$ cat src/rtl/audio_capture_writer_pkg.sv
// rtl/audio_capture_writer_pkg.sv - shared types and constants for the audio clip recorder
package audio_pkg;

  typedef logic signed [23:0] sample_t;

  typedef enum logic [1:0] {
    IDLE    = 2'd0,
    CAPTURE = 2'd1,
    DONE    = 2'd2
  } cap_state_t;

  localparam int CLIP_DEPTH = 48000;

endpackage

$ cat src/rtl/audio_capture_writer_if.sv
// rtl/audio_capture_writer_if.sv - codec read handshake and sample RAM write port
interface audio_capture_writer_if #(
  parameter int DATA_W = 24,
  parameter int ADDR_W = 16
);
  logic              read_ready;
  logic [DATA_W-1:0] readdata_left;
  logic [DATA_W-1:0] readdata_right;
  logic              read;
  logic              wr_en;
  logic [ADDR_W-1:0] wr_addr;
  logic [DATA_W-1:0] wr_data;

  modport master (
    input  read_ready, readdata_left, readdata_right,
    output read, wr_en, wr_addr, wr_data
  );

  modport slave (
    output read_ready, readdata_left, readdata_right,
    input  read, wr_en, wr_addr, wr_data
  );
endinterface

$ cat src/rtl/audio_capture_writer_stereo_mix.sv
// rtl/audio_capture_writer_stereo_mix.sv - left/right to mono sample; STEREO_AVG_EN selects averaging
module stereo_mix #(
  parameter int DATA_W = 24
) (
  input  logic [DATA_W-1:0] left,
  input  logic [DATA_W-1:0] right,
  output logic [DATA_W-1:0] sample
);

`ifdef STEREO_AVG_EN
  logic signed [DATA_W:0] sum;

  // One guard bit keeps the sum exact; dropping the LSB floors toward -inf.
  always_comb begin
    sum = $signed({left[DATA_W-1], left}) + $signed({right[DATA_W-1], right});
  end

  assign sample = sum[DATA_W:1];
`else
  logic unused_right;

  assign unused_right = ^right;
  assign sample       = left;
`endif

endmodule

$ cat src/rtl/audio_capture_writer.sv
// rtl/audio_capture_writer.sv - records DEPTH codec samples into sequential RAM addresses, then flags done
module audio_capture_writer
  import audio_pkg::*;
#(
  parameter int DATA_W = 24,
  parameter int DEPTH  = CLIP_DEPTH,
  parameter int ADDR_W = 16
) (
  input  logic                   clock,
  input  logic                   reset_n,
  input  logic                   arm,
  input  logic                   abort,
  audio_capture_writer_if.master bus,
  output logic                   busy,
  output logic                   done,
  output logic [ADDR_W-1:0]      count
);

  localparam logic [ADDR_W-1:0] LAST_ADDR = ADDR_W'(DEPTH - 1);
  localparam logic [ADDR_W-1:0] CNT_MAX   = ADDR_W'(DEPTH);

  cap_state_t        state;
  cap_state_t        state_next;
  logic              pop;
  logic              start;
  logic [DATA_W-1:0] sample;

  stereo_mix #(
    .DATA_W(DATA_W)
  ) u_mix (
    .left  (bus.readdata_left),
    .right (bus.readdata_right),
    .sample(sample)
  );

  always_ff @(posedge clock or negedge reset_n) begin
    if (!reset_n) begin
      state <= IDLE;
    end else begin
      state <= state_next;
    end
  end

  // abort outranks arm everywhere, and also suppresses the pop in its cycle.
  always_comb begin
    state_next = state;
    start      = 1'b0;
    pop        = 1'b0;
    case (state)
      IDLE: begin
        if (!abort && arm) begin
          state_next = CAPTURE;
          start      = 1'b1;
        end
      end
      CAPTURE: begin
        if (abort) begin
          state_next = IDLE;
        end else if (bus.read_ready) begin
          pop = 1'b1;
          if (count == LAST_ADDR) begin
            state_next = DONE;
          end
        end
      end
      DONE: begin
        if (abort) begin
          state_next = IDLE;
        end else if (arm) begin
          state_next = CAPTURE;
          start      = 1'b1;
        end
      end
      default: state_next = IDLE;
    endcase
  end

  assign bus.read = pop;
  assign busy     = (state == CAPTURE);

  always_ff @(posedge clock or negedge reset_n) begin
    if (!reset_n) begin
      count       <= '0;
      done        <= 1'b0;
      bus.wr_en   <= 1'b0;
      bus.wr_addr <= '0;
      bus.wr_data <= '0;
    end else begin
      bus.wr_en <= pop;
      if (pop) begin
        bus.wr_addr <= count;
        bus.wr_data <= sample;
      end
      if (start) begin
        count <= '0;
        done  <= 1'b0;
      end else begin
        if (pop && count != CNT_MAX) begin
          count <= count + 1'b1;
        end
        if (pop && count == LAST_ADDR) begin
          done <= 1'b1;
        end
      end
    end
  end

endmodule

$ cat src/flat_wrapper.sv
// flat-port wrapper written by rule: the top's interface ports become plain ports
module audio_capture_writer_flat import audio_pkg::*;
#(
  parameter int DATA_W = 24,
  parameter int DEPTH  = CLIP_DEPTH,
  parameter int ADDR_W = 16
)
  (clock, reset_n, arm, abort, busy, done, count, bus_read_ready, bus_readdata_left, bus_readdata_right, bus_read, bus_wr_en, bus_wr_addr, bus_wr_data);
  audio_capture_writer_if #(.DATA_W(DATA_W), .ADDR_W(ADDR_W)) bus_i ();
  input  logic clock;
  input  logic reset_n;
  input  logic arm;
  input  logic abort;
  output logic busy;
  output logic done;
  output logic [ADDR_W-1:0] count;
  input wire logic [$bits(bus_i.read_ready)-1:0] bus_read_ready;
  input wire logic [$bits(bus_i.readdata_left)-1:0] bus_readdata_left;
  input wire logic [$bits(bus_i.readdata_right)-1:0] bus_readdata_right;
  output wire logic [$bits(bus_i.read)-1:0] bus_read;
  output wire logic [$bits(bus_i.wr_en)-1:0] bus_wr_en;
  output wire logic [$bits(bus_i.wr_addr)-1:0] bus_wr_addr;
  output wire logic [$bits(bus_i.wr_data)-1:0] bus_wr_data;
  assign bus_i.read_ready = bus_read_ready;
  assign bus_i.readdata_left = bus_readdata_left;
  assign bus_i.readdata_right = bus_readdata_right;
  assign bus_read = bus_i.read;
  assign bus_wr_en = bus_i.wr_en;
  assign bus_wr_addr = bus_i.wr_addr;
  assign bus_wr_data = bus_i.wr_data;
  audio_capture_writer #(.DATA_W(DATA_W), .DEPTH(DEPTH), .ADDR_W(ADDR_W)) u_core (.clock(clock), .reset_n(reset_n), .arm(arm), .abort(abort), .bus(bus_i), .busy(busy), .done(done), .count(count));
endmodule
$ cat config.mk
export PLATFORM = sky130hd
export DESIGN_NAME = audio_capture_writer_flat
export DESIGN_NICKNAME = d
export VERILOG_FILES = /design/src/rtl/audio_capture_writer_pkg.sv /design/src/rtl/audio_capture_writer_if.sv /design/src/rtl/audio_capture_writer_stereo_mix.sv /design/src/rtl/audio_capture_writer.sv /design/src/flat_wrapper.sv
export SDC_FILE = /design/constraint.sdc
export NUM_CORES = 1
export LEC_CHECK = 0
export BUFFER_PORTS_ARGS = -buffer_cell sky130_fd_sc_hd__buf_2
export CORE_ASPECT_RATIO = 1.5
export CORE_MARGIN = 2
export CORE_UTILIZATION = 29
export DETAILED_ROUTE_END_ITERATION = 8
export PLACE_DENSITY_LB_ADDON = 0.3
export SYNTH_ARGS = -nofsm -noshare
export SYNTH_HDL_FRONTEND = slang
export SYNTH_SLANG_ARGS = --single-unit
$ cat constraint.sdc
create_clock -name clock -period 2.3 [get_ports clock]
set_clock_uncertainty 0.05 [all_clocks]
set_input_delay 0.345 -clock clock [delete_from_list [all_inputs] [get_ports clock]]
set_output_delay 0.345 -clock clock [all_outputs]
set_load 0.02 [all_outputs]
# Yosys cells after proc, flatten, opt, wreduce, memory -nomap -nowiden
# Cells that the tools add are included.
[op_classes]
add_sub_neg = 1
n_eq_ne = 8
mux = 18
reduce_logical = 8
[op_table]
columns = ["operator", "count"]
rows = [
  ["$mux 16", 2],
  ["$add 16x1->16 const B", 1],
  ["$eq 16x16->1 const B", 1],
  ["$ne 16x16->1 const B", 1],
  ["$mux 2", 6],
  ["$mux 1", 8],
  ["$ne 3x2->1 const B", 2],
  ["$pmux 2 s3", 1],
  ["$reduce_and 4->1", 1],
  ["$reduce_bool 2->1", 2],
  ["$logic_and 1x1->1", 3],
  ["$ne 3x3->1 const B", 1],
  ["$eq 2x1->1 const B", 1],
  ["$eq 2x2->1 const B", 1],
  ["$logic_not 2->1", 1],
  ["$ne 2x1->1 const B", 1],
  ["$pmux 1 s2", 1],
  ["$logic_not 1->1", 1],
]
[word_totals]
ff_bits = 60
out_inout_bits = 60

# Longest topological paths before layout
# Gate-level depths: netlist of run 1.
[logic_depth]
depth_word = 6
mapped_depth = 7

# Cells and area by module
# A second synthesis of run 1 with hierarchy kept.
[unflattened]
hier_cells = 302
hier_area_um2 = 2745.1
[by_module_without_submodules]
columns = ["module", "n_inst", "cells_per_inst", "area_each_um2", "seq_area_each_um2"]
rows = [
  ["audio_capture_writer", 1, 278, 2565.0, 1501.4],
  ["stereo_mix", 1, 24, 180.2, 0.0],
]

# Worst setup path after synthesis of run 1
# Ideal clock, no wire load.
[synth_timing]
path_type = "flip-flop to flip-flop"
from = "reg u_core.count[0]"
to = "reg u_core.count[10]"
setup_ns = 0.078
arrival_ns = 1.772
required_time_ns = 2.172
slack_ns = 0.400
path_stages_with_launch = 6
n_path_buf = 0
synth_period_minus_slack_ns = 1.900
cell_sequence = "dfrtp_1 ha_1 nand2_1 or4_1 or3_1 a21oi_1"
[synth_between]
elab_chain_len = 3
word_cells_on_any_way = 6
cone_classes = "add/sub (1); eq/ne (1); mux (2); reduce/logical (2)"
[synth_rtl]
columns = ["item", "line_no", "text"]
rows = [
  ["start: declaration", "audio_capture_writer.sv:16", "output logic [ADDR_W-1:0] count"],
  ["start signal: assignment", "audio_capture_writer.sv:99", "count <= count + 1'b1;"],
  ["$add 16x1->16 / $ne 16x16->1 (equally long branches)", "audio_capture_writer.sv:99, audio_capture_writer.sv:98", ""],
  ["$mux 16 / $logic_and 1x1->1 (equally long branches)", "audio_capture_writer.sv:98", "if (pop && count != CNT_MAX) begin"],
  ["$mux 16 / $reduce_bool 2->1 (equally long branches)", "--", ""],
]
# Several ways; a longest one is shown, not always the timed one. The select of a mux whose other input is x is not followed.
# A chain may end at the register's enable or synchronous reset.

# Worst setup path after layout of run 1
[layout_timing]
from = "reg u_core.state[1]"
to = "out bus_read"
[layout_between]
elab_chain_len = 2
[layout_rtl]
columns = ["item", "line_no", "text"]
rows = [
  ["start: declaration", "audio_capture_writer.sv:22", "cap_state_t state;"],
  ["start signal: assignment", "audio_capture_writer.sv:40", "state <= state_next;"],
  ["$eq 2x1->1", "audio_capture_writer.sv:49", "case (state)"],
  ["$mux 1", "audio_capture_writer.sv:49", ""],
  ["end: declaration", "flat_wrapper.sv:20", "output wire logic [$bits(bus_i.read)-1:0] bus_read;"],
]
# Every way passes these cells.

==> results of run 1 <==
[registers in the layout, indices dropped and copies added (netlist names)]
name and count:
u_core.bus.wr_data 24, u_core.bus.wr_addr 16, u_core.state 2, u_core.count 16
u_core.bus.wr_en 1, u_core.done 1
[worst paths after layout]
kind | to | slack, ns | depth (start not counted) | start
worst max-delay path | bus_read | 0.28 | 3 | u_core.state[1]
worst min-delay path | u_core.bus.wr_data[21] | 0.15 | 3 | bus_readdata_left[21]
worst max register to register | u_core.count[2] | 0.32 | 6 | u_core.count[0]
worst min register to register | u_core.bus.wr_addr[10] | 0.42 | 2 | u_core.bus.wr_addr[10]
max in group asynchronous | u_core.bus.wr_addr[14] | 1.11 | 3 | reset_n
min in group asynchronous | u_core.count[7] | 0.49 | 2 | reset_n
[layer usage]
layer	GRT usage	part of all wire	up-vias
met3	0.0432	0.055	12
met4	0.0710	0.024	0
met5	0	0	-
met2	0.233	0.50	63
li1	-	-	1117
met1	0.176	0.42	1094
[worst max-delay path: stages (launching register included)]
cell                        delay [ns]
sky130_fd_sc_hd__dfrtp_1          0.40
sky130_fd_sc_hd__nand4bb_2        0.35
sky130_fd_sc_hd__inv_1            0.31
sky130_fd_sc_hd__buf_2            0.23
[repair_timing]
item	CTS	global route
setup buffers	0	0
endpoints found under the hold margin	21	0
hold buffers	1	0
[final cells by class]
type,instances,share of cell area
Clock buffer,14,0.0737
Tap cell,110,0.0399
Clock inverter,2,0.00290
Multi-Input combinational cell,203,0.290
Sequential cell,60,0.435
Inverter,6,0.00653
Timing Repair Buffer,97,0.152
[kinds of logic (layout without fill, tap and decap cells)]
| group | count (synthesis) | after routing |
|---|---|---|
| xor gates and xnor gates | 6 | 6 |
| buffers and inverters | 18 | 119 |
| and+or+nand+nor | 169 | 169 |
| DFF | 60 | 60 |
| AOI/OAI and AO/OA | 26 | 26 |
| adders and majority gates | 2 | 2 |
[synth_stat cells, types with 2 or more instances]
library cell	instances
sky130_fd_sc_hd__nand2_1	124
sky130_fd_sc_hd__dfrtp_1	60
sky130_fd_sc_hd__nor2_1	12
sky130_fd_sc_hd__clkbuf_1	9
sky130_fd_sc_hd__o21ai_0	9
sky130_fd_sc_hd__a21oi_1	7
sky130_fd_sc_hd__inv_1	6
sky130_fd_sc_hd__nand3_1	5
sky130_fd_sc_hd__nor3_1	4
sky130_fd_sc_hd__xnor2_1	4
sky130_fd_sc_hd__o31ai_1	3
sky130_fd_sc_hd__or4_1	3
sky130_fd_sc_hd__a31oi_1	2
sky130_fd_sc_hd__a41o_1	2
sky130_fd_sc_hd__buf_2	2
sky130_fd_sc_hd__ha_1	2
sky130_fd_sc_hd__nand4_1	2
sky130_fd_sc_hd__nor4_1	2
sky130_fd_sc_hd__or3_1	2
sky130_fd_sc_hd__or3b_2	2
sky130_fd_sc_hd__xor2_1	2
[per-stage QoR]
step | instance area [sq um] | hold WS (ns) | setup WS (ns)
3_5_place_dp | 3170 | 0.313 | 0.303
5_1_grt | 3450 | 0.153 | 0.148
4_1_cts | 3450 | 0.140 | 0.249
2_1_floorplan | 2570 | -0.000591 | 0.400
3_3_place_gp | 3170 | 0.300 | 0.329
6_report | 3450 | 0.155 | 0.281
[power breakdown]
group | total (mW) | leakage [nW] | internal, mW | switching (mW)
sequential | 1.26 | 0.800 | 1.19 | 0.0725
clock | 1.19 | 0.131 | 0.754 | 0.440
combinational | 0.518 | 0.948 | 0.176 | 0.342
==> flow_summary.rst, run 1 <==
.. list-table::
   :header-rows: 1

   * - Metric
     - Value
   * - Final critical path time including I/O delays and setup
     - 2.02 ns
   * - Simple logic cell fraction of the synthesized area
     - 0.295
   * - Sequential cell area
     - 1500 sq um
   * - Syn-to-layout area delta
     - 34.4%
   * - Post-route DRC
     - 0
   * - Peak ir drop on the vdd network
     - 352 uV
   * - Number of I/O port buffers
     - 88
   * - Dominant combinational cell family by area after synthesis
     - simple AND/OR/NAND/NOR gates
   * - Die footprint
     - 9630 sq um
   * - Starting utilization of the core area
     - 0.294
   * - Largest fanout on the critical path
     - 11
   * - Final count of pins violating max slew
     - 0
   * - Count of nets left with antenna violations after detail routing
     - 0
   * - Power density cells
     - 861 nW/um^2
   * - Average wire per standard cell
     - 13.0 microns
   * - Crit path arrival time
     - 1.62 ns
   * - Mapped Cells
     - 281
   * - Placed insts
     - 475
   * - Number of flops mapped to enable cells by yosys
     - 0
   * - First-pass GRT wire length
     - 10600 microns
   * - RSZ-0062 raised after global routing
     - no
   * - Skew-Pair Late Insertion Delay
     - 0.33 ns
   * - Run status
     - finished clean
   * - Maximum number of pins on one net before global-route repair
     - 40
   * - Total area of multi-input combinational cells
     - 1000 sq um
   * - Number of violations of the max-capacitance limit
     - 0
   * - Type of element launching the critical path
     - flop
   * - CTS Root Buffer Type
     - sky130_fd_sc_hd__clkbuf_16
   * - DR iter-0 viols
     - 157
   * - Area share of fa/ha/maj cells after synthesis
     - 0.00975
   * - Final core utilization
     - 0.395
   * - Top cells by area in the synthesized netlist
     - sky130_fd_sc_hd__dfrtp_1 (59%), sky130_fd_sc_hd__nand2_1 (18%), sky130_fd_sc_hd__o21ai_0 (1.8%)
   * - Worst Path Required
     - 1.90 ns
   * - Cts bufs inserted
     - 9
   * - Post-synthesis mux area share
     - 0
   * - Netlist Area Pre-Place
     - 2570 sq um
   * - Standby leakage power
     - 1.88 nW
   * - Headroom to the max-slew limit
     - 0.614
   * - Synth Area in XOR/XNOR
     - 0.0205
   * - YS warnings
     - 0
   * - Final non-filler cell total
     - 492
   * - Total chip power
     - 2.97 mW
   * - Total Negative Setup Slacks
     - 0 ns
   * - Synthesis-stage register bit count
     - 60
   * - Transition time at the pin with the least slew margin
     - 0.575 ns
   * - Number of distinct library cells after synthesis
     - 38
   * - Total wirelength of the detailed-routed design
     - 6390 microns
   * - Clock sink count
     - 60
   * - CTS-repair resized insts
     - 0
   * - Fin nets
     - 432
   * - Clock tree from TritonCTS
     - built
   * - Horiz. Die Dim
     - 80.8 microns
   * - Most common cell after layout, fill and taps aside
     - sky130_fd_sc_hd__nand2_1
   * - Floorplan core area
     - 8720 sq um
   * - Yosys top cell area share
     - 0.585
   * - Global router's overall resource usage
     - 0.146
   * - Primary flip-flop cell chosen by synthesis mapping
     - sky130_fd_sc_hd__dfrtp_1
   * - Share of the clock period used by the worst path after layout
     - 0.878
   * - Die Y
     - 119 microns
   * - Post-synthesis cell type with the largest combined area
     - sky130_fd_sc_hd__dfrtp_1
   * - Final Hold Viols
     - 0
   * - Total of fill cells in the finished design
     - 923
   * - Maximum achievable frequency
     - 0.495 GHz
   * - HP Class
     - in -> reg
   * - Via/cell ratio
     - 4.65
   * - Number of antenna violations at the first check in global routing
     - 0
   * - Critical setup path kind
     - reg -> out
   * - Half-perimeter wire length after placement
     - 4460 microns
   * - Top-level I/O count
     - 113
   * - Residual overflow from global routing
     - 0
   * - GPL Wtd Cong
     - 0.761
   * - Maximum buffer depth of the clock tree
     - 2
   * - Post-synthesis compound-gate area fraction
     - 0.0624
   * - Commonest cells after routing, fill and taps aside
     - sky130_fd_sc_hd__nand2_1 (124), sky130_fd_sc_hd__buf_2 (88), sky130_fd_sc_hd__dfrtp_1 (60)
   * - Number of global-route vias before repair
     - 2202
   * - Syn_area_per_cell
     - 9.13 sq um
   * - Final count of negative-setup-slack endpoints
     - 0
   * - Router iterations before antenna repair
     - 4
   * - Clock slew seen by the registers of the worst setup and hold paths
     - 0.05 ns
   * - Total nets after synthesis
     - 336
   * - Number of placement rows
     - 42
   * - Via Count
     - 2286
   * - CTS HTree Levels
     - 3
   * - Diode count
     - 0
   * - Sequential cell area fraction in the yosys report
     - 0.585
   * - Share of cells above drive strength 1
     - 0.301
   * - Crit. End Element
     - primary output
   * - Fraction of registers with async set/reset
     - 1.00
No activity file was read; power rests on OpenSTA's default activity.
==> run 2: changes to the inputs <==
- CORE_MARGIN: 2 -> default
- SYNTH_HIERARCHICAL: default -> 1
==> run 2 against run 1 <==
- clock-buffer cell count decreased by 3
- synthesized cell count increased by 7.5%
- global-route usage decreased by 0.45 points
- flip-flop and latch count unchanged
- critical path depth increased by 2
- die area increased by 2.4%
- register-to-register slack about the same
- cell area decreased by 0.51%
==> flow_summary.rst, run 2 <==
.. list-table::
   :header-rows: 1

   * - Metric
     - Value
   * - Smallest hold slack
     - 0.165 ns (+0.00981 ns)
   * - CTS-repair resized insts
     - 0 (unchanged)
   * - Commonest cells after routing, fill and taps aside
     - sky130_fd_sc_hd__nand2_1 (124), sky130_fd_sc_hd__buf_2 (88), sky130_fd_sc_hd__dfrtp_1 (60)
   * - Average wire per standard cell
     - 13.1 microns (+0.57%)
   * - Largest fanout on the critical path
     - 20 (+9)
   * - GPL Wtd Cong
     - 0.782 (+2.8%)
   * - Die Y
     - 121 microns (+1.6%)
   * - Number of violations of the max-capacitance limit
     - 0 (unchanged)
   * - YS warnings
     - 6 (+6)
   * - Final count of pins violating max slew
     - 0 (unchanged)
   * - Top-level I/O count
     - 113 (unchanged)
   * - Floorplan core area
     - 9200 sq um (+5.5%)
   * - Syn-to-layout area delta
     - 25.0%
   * - Clock sink count
     - 60 (unchanged)
   * - Run status
     - finished clean
   * - Most common cell after layout, fill and taps aside
     - sky130_fd_sc_hd__nand2_1
   * - Headroom to the max-slew limit
     - 0.586 (-0.0276)
   * - Top cells by area in the synthesized netlist
     - sky130_fd_sc_hd__dfrtp_1 (55%), sky130_fd_sc_hd__nand2_1 (17%), sky130_fd_sc_hd__buf_4 (6.6%)
   * - RSZ-0062 raised after global routing
     - no
   * - Crit. End Element
     - primary output
   * - Die footprint
     - 9870 sq um (+2.4%)
   * - Horiz. Die Dim
     - 81.4 microns (+0.79%)
   * - Number of I/O port buffers
     - 88 (unchanged)
   * - Maximum achievable frequency
     - 0.499 GHz (+0.77%)
   * - Residual overflow from global routing
     - 0 (unchanged)
   * - Total of fill cells in the finished design
     - 986 (+6.8%)
   * - Final core utilization
     - 0.373 (-0.0224)
   * - Syn_area_per_cell
     - 9.09 sq um (-0.47%)
   * - CTS Root Buffer Type
     - sky130_fd_sc_hd__clkbuf_16
   * - Number of distinct library cells after synthesis
     - 34 (-11%)
   * - Number of antenna violations at the first check in global routing
     - 0 (unchanged)
   * - Transition time at the pin with the least slew margin
     - 0.620 ns (+0.0458 ns)
   * - Power density cells
     - 880 nW/um^2 (+2.1%)
   * - Share of cells above drive strength 1
     - 0.304 (+0.00319)
   * - R2R setup slack
     - 0.32 ns (about the same)
   * - Clock slew seen by the registers of the worst setup and hold paths
     - 0.05 ns (about the same)
   * - Maximum number of pins on one net before global-route repair
     - 45 (+13%)
   * - Top cells by count, synth
     - sky130_fd_sc_hd__nand2_1 (124), sky130_fd_sc_hd__dfrtp_1 (60), sky130_fd_sc_hd__buf_4 (24)
   * - Final critical path time including I/O delays and setup
     - 2.00 ns (-0.0154 ns)
   * - Maximum buffer depth of the clock tree
     - 2 (unchanged)
   * - Worst stage delay on the critical path
     - 0.38 ns (-0.02 ns)
   * - Type of element launching the critical path
     - flop
   * - Library cell with the highest instance count after synthesis
     - sky130_fd_sc_hd__nand2_1
   * - Worst Path Required
     - 1.90 ns (about the same)
   * - Total wirelength of the detailed-routed design
     - 6400 microns (+0.16%)
   * - Registers with the highest flip-flop counts
     - u_core/bus.wr_data x24, u_core/bus.wr_addr x16, u_core/count x16
   * - Fin nets
     - 428 (-0.93%)
   * - Post-synthesis cell type with the largest combined area
     - sky130_fd_sc_hd__dfrtp_1
   * - Starting utilization of the core area
     - 0.298 (+0.00420)
   * - Total nets after synthesis
     - 357 (+6.3%)
   * - Skew-Pair Late Insertion Delay
     - 0.32 ns (about the same)
   * - Share of the clock period used by the worst path after layout
     - 0.871 (-0.00670)
   * - Critical setup path kind
     - reg -> out
   * - Half-perimeter wire length after placement
     - 4540 microns (+1.9%)
   * - Final Hold Viols
     - 0 (unchanged)
   * - Standard cell with the maximum stage delay on the critical path
     - sky130_fd_sc_hd__dfrtp_1
   * - Standby leakage power
     - 1.94 nW (+3.2%)
   * - Crit path arrival time
     - 1.61 ns (about the same)
   * - Fraction of registers with async set/reset
     - 1.00 (unchanged)
   * - Clock tree from TritonCTS
     - built
   * - Via Count
     - 2225 (-2.7%)
   * - Count of nets left with antenna violations after detail routing
     - 0 (unchanged)
   * - DR iter-0 viols
     - 136 (-13%)
   * - Diode count
     - 0 (unchanged)
   * - Number of flip-flops in the largest register
     - 24 (unchanged)
   * - Router iterations before antenna repair
     - 4 (unchanged)
   * - Number of placement rows
     - 43 (+2.4%)
   * - Post-route DRC
     - 0 (unchanged)
   * - Sequential cell area fraction in the yosys report
     - 0.547 (-0.0381)
   * - Final count of negative-setup-slack endpoints
     - 0 (unchanged)
   * - Yosys top cell area share
     - 0.547 (-0.0381)
   * - HP Class
     - in -> reg
   * - Cells traversed along the worst timing path
     - and2b_2, nand3b_4, inv_2, buf_4, buf_2
   * - Register with the highest flop count
     - u_core/bus.wr_data
   * - Global router's overall resource usage
     - 0.141 (-0.00452)
   * - Synthesis-stage register bit count
     - 60 (unchanged)
   * - Primary flip-flop cell chosen by synthesis mapping
     - sky130_fd_sc_hd__dfrtp_1
   * - Number of global-route vias before repair
     - 2093 (-5.0%)
   * - Largest delay share family, worst path
     - buffers and inverters
   * - Netlist Area Pre-Place
     - 2750 sq um (+7.0%)
   * - Peak ir drop on the vdd network
     - 430 uV (+22%)
   * - First-pass GRT wire length
     - 10300 microns (-3.3%)
   * - Bufs and invs on worst path
     - 3 (+1)
   * - Via/cell ratio
     - 4.54 (-2.3%)
   * - Mapped Cells
     - 302 (+7.5%)
   * - Total Negative Setup Slacks
     - 0 ns (unchanged)
   * - Cts bufs inserted
     - 9 (unchanged)
   * - CTS HTree Levels
     - 3 (unchanged)
   * - Number of flops mapped to enable cells by yosys
     - 0 (unchanged)
[run 2: power breakdown]
| group | internal, mW | switching, mW |
|---|---|---|
| clock network | 0.749 | 0.452 |
| logic | 0.188 | 0.363 |
| registers | 1.19 | 0.0735 |
[run 2: what timing repair did]
| action | 4_1_cts | 5_1_grt |
|---|---|---|
| hold buffers | 1 | 0 |
| setup buffers | 0 | 0 |
| endpoints found under the hold margin | 23 | 0 |
[run 2: worst paths after layout]
path,start,depth (start not counted),to
max reg2reg,u_core/count[14],4,u_core/count[1]
min,arm,2,u_core/state[1]
max in group asynchronous,reset_n,3,u_core/bus.wr_data[8]
min in group asynchronous,reset_n,2,u_core/bus.wr_data[2]
max,u_core/state[1],5,bus_read
min reg2reg,u_core/bus.wr_data[21],2,u_core/bus.wr_data[21]
[run 2: final cells by class]
| type | instances | area (sq um) | area share |
|---|---|---|---|
| Inverter | 6 | 22.5 | 0.00656 |
| Multi-Input combinational cell | 201 | 988 | 0.288 |
| Clock inverter | 5 | 27.5 | 0.00802 |
| Clock buffer | 11 | 243 | 0.0708 |
| Tap cell | 112 | 140 | 0.0408 |
| Timing Repair Buffer | 95 | 508 | 0.148 |
| Sequential cell | 60 | 1500 | 0.438 |
[run 2: per-stage QoR]
stage	setup WS, ns	power [mW]	area [sq um]	cells
after global placement	0.394	1.83	3150	473
final	0.297	3.02	3430	490
after detailed placement	0.379	1.85	3150	473
after floorplan	0.520	1.64	2750	302
after global routing	0.211	3.19	3430	490
after CTS	0.282	3.07	3430	490
[run 2: logic make-up (layout without fill, tap and decap cells)]
group           count (synthesis)  in the layout  share of synthesized area
compound gates                 22             22                     0.0419
xor+xnor                        4              4                     0.0128
fa+ha+maj                       2              2                    0.00911
buf+inv                        41            117                     0.0930
flops                          60             60                      0.547
mux                             4              4                     0.0150
simple gates                  169            169                      0.281
[run 2: per-layer routing]
| layer | up-vias | wire length, microns | GRT usage |
|---|---|---|---|
| met5 | - | 0 | 0 |
| met4 | 0 | 130 | 0.0725 |
| met3 | 8 | 228 | 0.0353 |
| met2 | 48 | 3360 | 0.238 |
| met1 | 1070 | 2680 | 0.162 |
| li1 | 1099 | - | - |
